===== config.mk =====
export PLATFORM = sky130hd
export DESIGN_NAME = control_botones
export DESIGN_NICKNAME = d
export VERILOG_FILES = /design/src/rtl/control_botones.sv
export SDC_FILE = /design/constraint.sdc
export NUM_CORES = 1
export LEC_CHECK = 0
export CELL_PAD_IN_SITES_DETAIL_PLACEMENT = 1
export CELL_PAD_IN_SITES_GLOBAL_PLACEMENT = 2
export CORE_UTILIZATION = 34
export DETAILED_ROUTE_END_ITERATION = 10
export PLACE_DENSITY_LB_ADDON = 0.1
export SYNTH_ARGS = -nofsm -noshare
export SYNTH_HDL_FRONTEND = slang
export SYNTH_SLANG_ARGS = --single-unit
export TNS_END_PERCENT = 5

===== constraint.sdc =====
create_clock -name clk_slow -period 1.9 [get_ports clk_slow]
set_input_delay 0.38 -clock clk_slow [delete_from_list [all_inputs] [get_ports clk_slow]]
set_output_delay 0.38 -clock clk_slow [all_outputs]
set_load 0.005 [all_outputs]

===== src/rtl/control_botones.sv =====
`timescale 1ns/1ps
// control_botones: per-button synchronizer, debounce and press/long/release FSM,
// with pending event slots shared onto one valid/ready port by a round-robin arbiter.
module control_botones #(
    parameter int N_BTN        = 4,
    parameter int DEBOUNCE_CNT = 2,
    parameter int LONG_CNT     = 1000,
    parameter int ID_W         = (N_BTN > 1) ? $clog2(N_BTN) : 1
) (
    input  logic             clk_slow,
    input  logic             rst,
    input  logic [N_BTN-1:0] btn_in,
    output logic [N_BTN-1:0] btn_stable,
    output logic             evt_valid,
    input  logic             evt_ready,
    output logic [ID_W-1:0]  evt_id,
    output logic [1:0]       evt_tipo,
    output logic             evt_drop
);

    localparam int DB_W   = (DEBOUNCE_CNT > 1) ? $clog2(DEBOUNCE_CNT) : 1;
    localparam int HOLD_W = $clog2(LONG_CNT);

    localparam logic [DB_W-1:0]   DB_LAST   = DB_W'(DEBOUNCE_CNT - 1);
    localparam logic [HOLD_W-1:0] HOLD_LAST = HOLD_W'(LONG_CNT - 1);
    localparam logic [ID_W-1:0]   GRANT_RST = ID_W'(N_BTN - 1);

    localparam logic [1:0] TIPO_PRESS   = 2'b00;
    localparam logic [1:0] TIPO_LONG    = 2'b01;
    localparam logic [1:0] TIPO_RELEASE = 2'b10;

    typedef enum logic [1:0] {
        SUELTO    = 2'd0,
        PULSADO   = 2'd1,
        MANTENIDO = 2'd2
    } btn_state_e;

    logic [N_BTN-1:0] raise_s;
    logic [1:0]       raise_tipo_s [N_BTN];

    logic [N_BTN-1:0] pend_v_q;
    logic [1:0]       pend_t_q [N_BTN];
    logic [ID_W-1:0]  last_grant_q;

    logic             evt_valid_q;
    logic [ID_W-1:0]  evt_id_q;
    logic [1:0]       evt_tipo_q;
    logic             evt_drop_q;

    logic             load_s;
    logic             gnt_found_s;
    logic [ID_W-1:0]  gnt_idx_s;
    logic [ID_W-1:0]  scan_idx_s;
    logic [N_BTN-1:0] clr_s;
    logic             drop_s;

    for (genvar g = 0; g < N_BTN; g++) begin : g_btn
        logic              sync1_q;
        logic              sync2_q;
        logic              stable_q;
        logic [DB_W-1:0]   db_cnt_q;
        logic              commit_s;
        logic              rise_s;
        logic              fall_s;
        btn_state_e        st_q;
        logic [HOLD_W-1:0] hold_q;
        logic              ev_s;
        logic [1:0]        ev_tipo_s;

        assign commit_s = (sync2_q != stable_q) && (db_cnt_q == DB_LAST);
        assign rise_s   = commit_s & sync2_q;
        assign fall_s   = commit_s & ~sync2_q;

        // Synchronize the raw pin and accept a new level only after an unbroken disagreeing run.
        always_ff @(posedge clk_slow) begin
            if (rst) begin
                sync1_q  <= 1'b0;
                sync2_q  <= 1'b0;
                stable_q <= 1'b0;
                db_cnt_q <= '0;
            end else begin
                sync1_q <= btn_in[g];
                sync2_q <= sync1_q;
                if (sync2_q == stable_q) begin
                    db_cnt_q <= '0;
                end else if (db_cnt_q == DB_LAST) begin
                    stable_q <= sync2_q;
                    db_cnt_q <= '0;
                end else begin
                    db_cnt_q <= db_cnt_q + 1'b1;
                end
            end
        end

        // Press/long/release state; hold_q counts cycles since the PRESS edge.
        always_ff @(posedge clk_slow) begin
            if (rst) begin
                st_q   <= SUELTO;
                hold_q <= '0;
            end else begin
                case (st_q)
                    SUELTO: begin
                        if (rise_s) begin
                            st_q   <= PULSADO;
                            hold_q <= '0;
                        end
                    end
                    PULSADO: begin
                        if (fall_s) begin
                            st_q <= SUELTO;
                        end else if (hold_q == HOLD_LAST) begin
                            st_q <= MANTENIDO;
                        end else begin
                            hold_q <= hold_q + 1'b1;
                        end
                    end
                    MANTENIDO: begin
                        if (fall_s) begin
                            st_q <= SUELTO;
                        end
                    end
                    default: begin
                        st_q <= SUELTO;
                    end
                endcase
            end
        end

        // Event strobe raised on the same edge as the matching state transition; release beats long.
        always_comb begin
            ev_s      = 1'b0;
            ev_tipo_s = TIPO_PRESS;
            case (st_q)
                SUELTO: begin
                    if (rise_s) begin
                        ev_s = 1'b1;
                    end else begin
                        ev_s = 1'b0;
                    end
                end
                PULSADO: begin
                    if (fall_s) begin
                        ev_s      = 1'b1;
                        ev_tipo_s = TIPO_RELEASE;
                    end else if (hold_q == HOLD_LAST) begin
                        ev_s      = 1'b1;
                        ev_tipo_s = TIPO_LONG;
                    end else begin
                        ev_s = 1'b0;
                    end
                end
                MANTENIDO: begin
                    if (fall_s) begin
                        ev_s      = 1'b1;
                        ev_tipo_s = TIPO_RELEASE;
                    end else begin
                        ev_s = 1'b0;
                    end
                end
                default: begin
                    ev_s = 1'b0;
                end
            endcase
        end

        assign raise_s[g]      = ev_s;
        assign raise_tipo_s[g] = ev_tipo_s;
        assign btn_stable[g]   = stable_q;
    end

    assign load_s = ~evt_valid_q | evt_ready;

    // Round-robin search over registered slots, starting just after the last grant.
    always_comb begin
        gnt_found_s = 1'b0;
        gnt_idx_s   = '0;
        scan_idx_s  = '0;
        for (int k = 1; k <= N_BTN; k++) begin
            scan_idx_s = ID_W'((int'(last_grant_q) + k) % N_BTN);
            if (!gnt_found_s && pend_v_q[scan_idx_s]) begin
                gnt_found_s = 1'b1;
                gnt_idx_s   = scan_idx_s;
            end else begin
                gnt_found_s = gnt_found_s;
            end
        end
    end

    // A new event hitting a still-occupied slot (not drained this cycle) is an overwrite.
    always_comb begin
        clr_s = '0;
        for (int i = 0; i < N_BTN; i++) begin
            if (load_s && gnt_found_s && (gnt_idx_s == ID_W'(i))) begin
                clr_s[i] = 1'b1;
            end else begin
                clr_s[i] = 1'b0;
            end
        end
        drop_s = |(raise_s & pend_v_q & ~clr_s);
    end

    // Pending slots and the output register; the payload only moves on a load opportunity.
    always_ff @(posedge clk_slow) begin
        if (rst) begin
            pend_v_q     <= '0;
            for (int i = 0; i < N_BTN; i++) begin
                pend_t_q[i] <= TIPO_PRESS;
            end
            last_grant_q <= GRANT_RST;
            evt_valid_q  <= 1'b0;
            evt_id_q     <= '0;
            evt_tipo_q   <= TIPO_PRESS;
            evt_drop_q   <= 1'b0;
        end else begin
            for (int i = 0; i < N_BTN; i++) begin
                if (raise_s[i]) begin
                    pend_v_q[i] <= 1'b1;
                    pend_t_q[i] <= raise_tipo_s[i];
                end else if (clr_s[i]) begin
                    pend_v_q[i] <= 1'b0;
                end
            end
            evt_drop_q <= drop_s;
            if (load_s) begin
                if (gnt_found_s) begin
                    evt_valid_q  <= 1'b1;
                    evt_id_q     <= gnt_idx_s;
                    evt_tipo_q   <= pend_t_q[gnt_idx_s];
                    last_grant_q <= gnt_idx_s;
                end else begin
                    evt_valid_q <= 1'b0;
                end
            end
        end
    end

    assign evt_valid = evt_valid_q;
    assign evt_id    = evt_id_q;
    assign evt_tipo  = evt_tipo_q;
    assign evt_drop  = evt_drop_q;

endmodule


# [Word level (Yosys, flattened, before mapping)]
# Memory sizes are Yosys's and may differ from the RTL's. A register that Yosys moved wholly into a read port is not among the register bits.
# Cells that the tools add are included.
[word_totals] register_bits=74 latchBits=0 mem_bits_rw=8 mem_bits_ro=0 inputBits=7 output_inout_bits=10 word_cells=282 memories=1
[mem_list] memory="pend_t_q" depth=4 width=2 read_ports=1 rd_ports_with_merged_regs=1 wr=4 line="42" rtl="logic [1:0] pend_t_q [N_BTN];"
[op_classes] n_addsub=12 n_mul=0 div_mod_pow=0 magnitude_cmp=4 n_eq_ne=43 shift=0 muxes=119 bitwise_logic=25 n_reduce_logical=46
[ops] operator="2-to-1 mux 10 bit" count=12
[ops] operator="one-hot mux 10 bit (2 select lines)" count=4
[ops] operator="2-to-1 mux 2 bit" count=32
[ops] operator="2-to-1 mux 1 bit" count=55
[ops] operator="adder 10 x 1 -> 10 bit, second input constant" count=4
[ops] operator="== test 10 bit, second input constant" count=4
[ops] operator="inequality test 2 bit, second input constant" count=16
[ops] operator="one-hot mux 2 bit (3 select lines)" count=4
[ops] operator="one-hot mux 2 bit (2 select lines)" count=4
[ops] operator="AND reduction 4 bit" count=4
[ops] operator="nonzero test 2 bit" count=8
[ops] operator="== test 2 bit, second input constant" count=6
[ops] operator="logical AND 1 bit" count=12
[ops] operator="less-than comparator 2 x 3 -> 1 bit, second input constant" count=4
[ops] operator="inequality test 3 bit, second input constant" count=4
[ops] operator="one-hot mux 1 bit (3 select lines)" count=4
[ops] operator="AND reduction 3 bit" count=4
[ops] operator="OR reduction 3 bit" count=4
[ops] operator="== test 2 x 1 -> 1 bit, second input constant" count=5
[ops] operator="zero test 2 bit" count=5
[ops] operator="AND reduction 2 bit" count=5
[ops] operator="NOT 1 bit" count=9
[ops] operator="AND 1 bit" count=8
[ops] operator="AND 4 bit" count=2
[ops] operator="other kinds (10)" count=30

# [Depth between registers and ports, before layout]
# Gate-level depths: netlist of the first run.
[logic_depth] ltp_word=19 mapped_depth=8 ltp_nobuf=7

# [Worst setup path after synthesis of the first run]
# No wires, ideal clock.
[synth_timing] path_type="reg-to-reg" start="register g_btn[3].hold_q[0]" end="register g_btn[3].hold_q[6]" setup_ns=0.059 arrival_time_ns=1.910 required_time_ns=1.841 slack_ns=-0.069 path_stages_with_launch=7 path_buffers=0 period_less_slack_ns=1.969 path_cell_list="dfxtp_1 -> ha_1 -> and4bb_2 -> a311oi_4 -> o211ai_4 -> or4_1 -> nand2_1"
[synth_via] elab_chain_len=4 elab_cells_between_ends=7 classes_between="add/sub (1); eq/ne (2); mux (3); reduce/logical (1)"
[synth_lines] element="start, declared" line="66" rtl="logic [HOLD_W-1:0] hold_q;"
[synth_lines] element="start signal, assigned" line="114" rtl="hold_q <= hold_q + 1'b1;"
[synth_lines] element="adder 10 x 1 -> 10 bit" line="114"
[synth_lines] element="2-to-1 mux 10 bit" line="111" rtl="end else if (hold_q == HOLD_LAST) begin"
[synth_lines] element="2-to-1 mux 10 bit" line="109" rtl="if (fall_s) begin"
[synth_lines] element="one-hot mux 10 bit (2 select lines)" line="101" rtl="case (st_q)"
# Several ways; a longest one is shown, not always the timed one. The select of a mux whose other input is x is not followed.
# A chain may end at the register's enable or synchronous reset.

==> results by group, run 1 <==
Outcome
  – Status: complete, but fails checks
  – Failing checks: setup timing

Yosys
  – Top cells by area, synth: dfxtp_1 33%, ha_1 5.4%, edfxtp_1 5.2%
  – Synth Cell Area: 4620 µm²
  – Yosys warnings: 0
  – #FFs+latches synth: 84
  – Post-synth EDFFs: 8
  – Cell taking the most area after synthesis: dfxtp_1
  – Ys flop type: dfxtp_1
  – Syn Area/Cell: 8.66 µm²
  – Synth async-reset ratio: 0
  – Synthesized instance count: 534
  – Mapped Nets: 561
  – Cell variety after synth: 67
  – Share of the synthesized area in the top cell type: 0.329
  – Seq/Total Area, Yosys: 0.381

Route
  – Routed Antenna Nets: 0
  – Via count: 4,216
  – First-iteration detailed-routing DRC count: 116
  – 1st-pass router iterations: 4
  – DRC: 0
  – Via density: 5.33
  – WL per Instance: 15.6 µm
  – Total Routed Length: 12,300 µm

Critical path
  – CP top delay family: simple AND/OR/NAND/NOR gates
  – CP cell instances: ha_4, nand4b_1, or3_4, o32ai_2, buf_4, buf_4, nand3b_1, nor3_2
  – Critical Path Slowest Stage Cell: or3_4
  – Worst Path Buf+Inv: 2
  – Worst Path Required: 2.09 ns
  – WP data arrival: 2.17 ns
  – Worst setup EP type: register
  – CP max FO: 3
  – Critical Path Stages: 8
  – FF-to-FF path depth: 8
  – Crit path top cell by count: buf_4
  – Crit start category: register
  – WS Path Type: register to register
  – Max incr delay on CP: 0.43 ns

Place
  – Pre-CTS WS: -0.324 ns
  – Gpl congestion: 0.808
  – Post-DP HPWL: 9070 µm
  – I/O Buffers: 16

Timing
  – Final setup viols: 3
  – Clock Skews: 0.00764 ns
  – Slew @ Worst Pin: 0.431 ns
  – Final period util: 1.04
  – Hold Vio Cnt, Final: 0
  – Unrepaired setup endpoints after global routing: yes
  – Post-route worst setup slack: -0.0851 ns
  – Relative slew slack: 0.711
  – Max Freq: 504 MHz
  – Clock period minus worst slack: 1.99 ns
  – Max Slew Vio Count: 0
  – Final setup TNS: -0.168 ns

Die
  – Placeable Area: 13,200 µm²
  – Initial Util: 0.349
  – IO Count: 17
  – Die Height: 119 µm
  – Full die area: 14,100 µm²
  – FP Rows: 42
  – Die Wd: 119 µm

Clock tree
  – Num CTS Buffers: 9
  – Clk slew on worst S/H paths: 0.07 ns
  – H-tree depth: 3
  – CTS Sinks: 84
  – CTS root buffer: clkbuf_16
  – Clock Path Buffers: 2
  – CTS tree: built
  – Skew-Pair Late Insertion Delay: 0.35 ns
  – CTS Hold Bufs: 0

Pwr
  – Power Total: 3.99 mW
  – Peak supply drop: 0.469 mV
  – Leakage power: 2.10 nW
  – P per Cell Area: 673 nW/µm²

Hold path
  – Hold path depth: 1
  – Hold WC Path Type: register to register

Finish
  – Share of cells above drive strength 1: 0.231
  – Fin nets: 637
  – # diodes: 0
  – Syn-to-layout area delta: 28.2%

GRT
  – Vias in the first global route: 4,476
  – Largest net degree at the start of global routing: 54
  – Initial antenna violation count: 0
  – Grt ovf: 0
  – All-Layer GR Usage: 0.186
  – First-pass GRT wire length: 21,200 µm

Job
  – Max Cap Viol: 0
[state kept, by name (all words and copies together) (netlist names)]
| register | flops |
|---|---|
| g_btn.hold_q | 40 |
| g_btn.st_q | 8 |
| pend_t_q | 8 |
| g_btn.db_cnt_q | 4 |
| g_btn.stable_q | 4 |
| g_btn.sync1_q | 4 |
| g_btn.sync2_q | 4 |
| pend_v_q | 4 |
| evt_id | 2 |
| evt_tipo | 2 |
| last_grant_q | 2 |
| evt_drop | 1 |
| evt_valid | 1 |
[what timing repair did]
action	4_1_cts	5_1_grt
pin swaps	1	12
setup buffers	0	3
gates resized for setup	7	38
hold endpoints to repair	0	0
endpoints found under the setup margin	17	43
[metrics by stage]
step                      utilization  cell area [µm²]  cells  hold WS [ns]
after floorplan                     -             4620    534         0.414
after global placement          0.408             5410    772         0.418
after detailed placement        0.408             5410    772         0.433
after CTS                       0.436             5770    788         0.450
after global routing            0.448             5930    791         0.453
final                           0.448             5930    791         0.439
[worst paths after layout]
path | slack (ns) | to | startpoint
max | -0.09 | pend_t_q[2][0] | g_btn[2].hold_q[1]
min | 0.44 | g_btn[1].sync2_q | g_btn[1].sync1_q
max reg2reg | -0.09 | pend_t_q[2][0] | g_btn[2].hold_q[1]
min reg2reg | 0.44 | g_btn[1].sync2_q | g_btn[1].sync1_q
[final cells by class]
class | count | area [µm²]
inverter | 19 | 71.3
clock inverter | 5 | 57.6
sequential | 84 | 1770
clock buffer | 11 | 264
multi-input combinational | 408 | 2830
fill | 1589 | 7320
tap | 176 | 220
timing repair buffer | 88 | 708
[cells by family after synthesis]
group,count (synthesis),synth area share
xor gates and xnor gates,16,0.0303
buffers and inverters,42,0.0417
muxes,11,0.0241
and+or+nand+nor,224,0.268
DFF,84,0.381
adders and majority gates,20,0.0541
AOI/OAI and AO/OA,137,0.201
[layer usage]
layer,routed length (µm),vias up,GRT usage,part of all wire
met5,0,-,0,0
met4,185,0,0.0665,0.015
met3,184,15,0.0285,0.015
met2,6230,21,0.336,0.50
met1,5750,2060,0.220,0.47
li1,-,2120,-,-
[synthesized netlist by cell type, types with 8 or more instances]
| master | n |
|---|---|
| inv_1 | 18 |
| and3_1 | 9 |
| nor2_1 | 39 |
| or4_1 | 9 |
| ha_1 | 20 |
| a21oi_1 | 34 |
| nand2_1 | 44 |
| nand4_1 | 13 |
| dfxtp_1 | 76 |
| xor2_1 | 9 |
| nor2b_1 | 17 |
| edfxtp_1 | 8 |
| nand3b_1 | 16 |
| or3_1 | 9 |
| clkbuf_1 | 14 |
| nand3_1 | 16 |
| mux2i_1 | 10 |
| nor3_1 | 13 |
| o21ai_0 | 29 |
| nand2b_1 | 10 |
| o31ai_1 | 10 |
[power by group]
part           total, mW  switching, mW  internal (mW)  leakage [nW]
sequential          1.84         0.0236           1.81         0.700
combinational      0.263          0.149          0.113          1.24
clock               1.89          0.755           1.13         0.161
[cell usage in the layout (no fill, tap or decap), drive strengths merged, types with 4 or more instances in the layout]
cell / synthesis / routed
or4: 9 / 9
nand2: 44 / 44
o2bb2ai: 4 / 4
inv: 18 / 18
xnor2: 7 / 7
and2: 7 / 7
xor2: 9 / 9
o21ai: 32 / 32
clkbuf: 15 / 11
nand4b: 4 / 4
clkdlybuf4s50: 0 / 15
nand4: 13 / 13
nand3b: 16 / 16
a21o: 4 / 4
clkinv: 1 / 5
nor2b: 17 / 17
or2: 5 / 5
nor2: 39 / 39
or3: 10 / 10
o31ai: 10 / 10
buf: 8 / 73
o311ai: 5 / 5
a211oi: 5 / 5
o211ai: 8 / 8
and3: 9 / 9
a21oi: 34 / 34
nor3: 13 / 13
dfxtp: 76 / 76
nand2b: 10 / 10
mux2i: 10 / 10
a31oi: 7 / 7
ha: 20 / 20
edfxtp: 8 / 8
nand3: 16 / 16
Note: power is estimated with default switching activity, not from simulation.
==> run 2: changes to the inputs <==
Settings changed: CAP_MARGIN set to 0.
==> results of run 2 <==
Same layout as run 1: the final DEF is identical, and so are final timing and power.
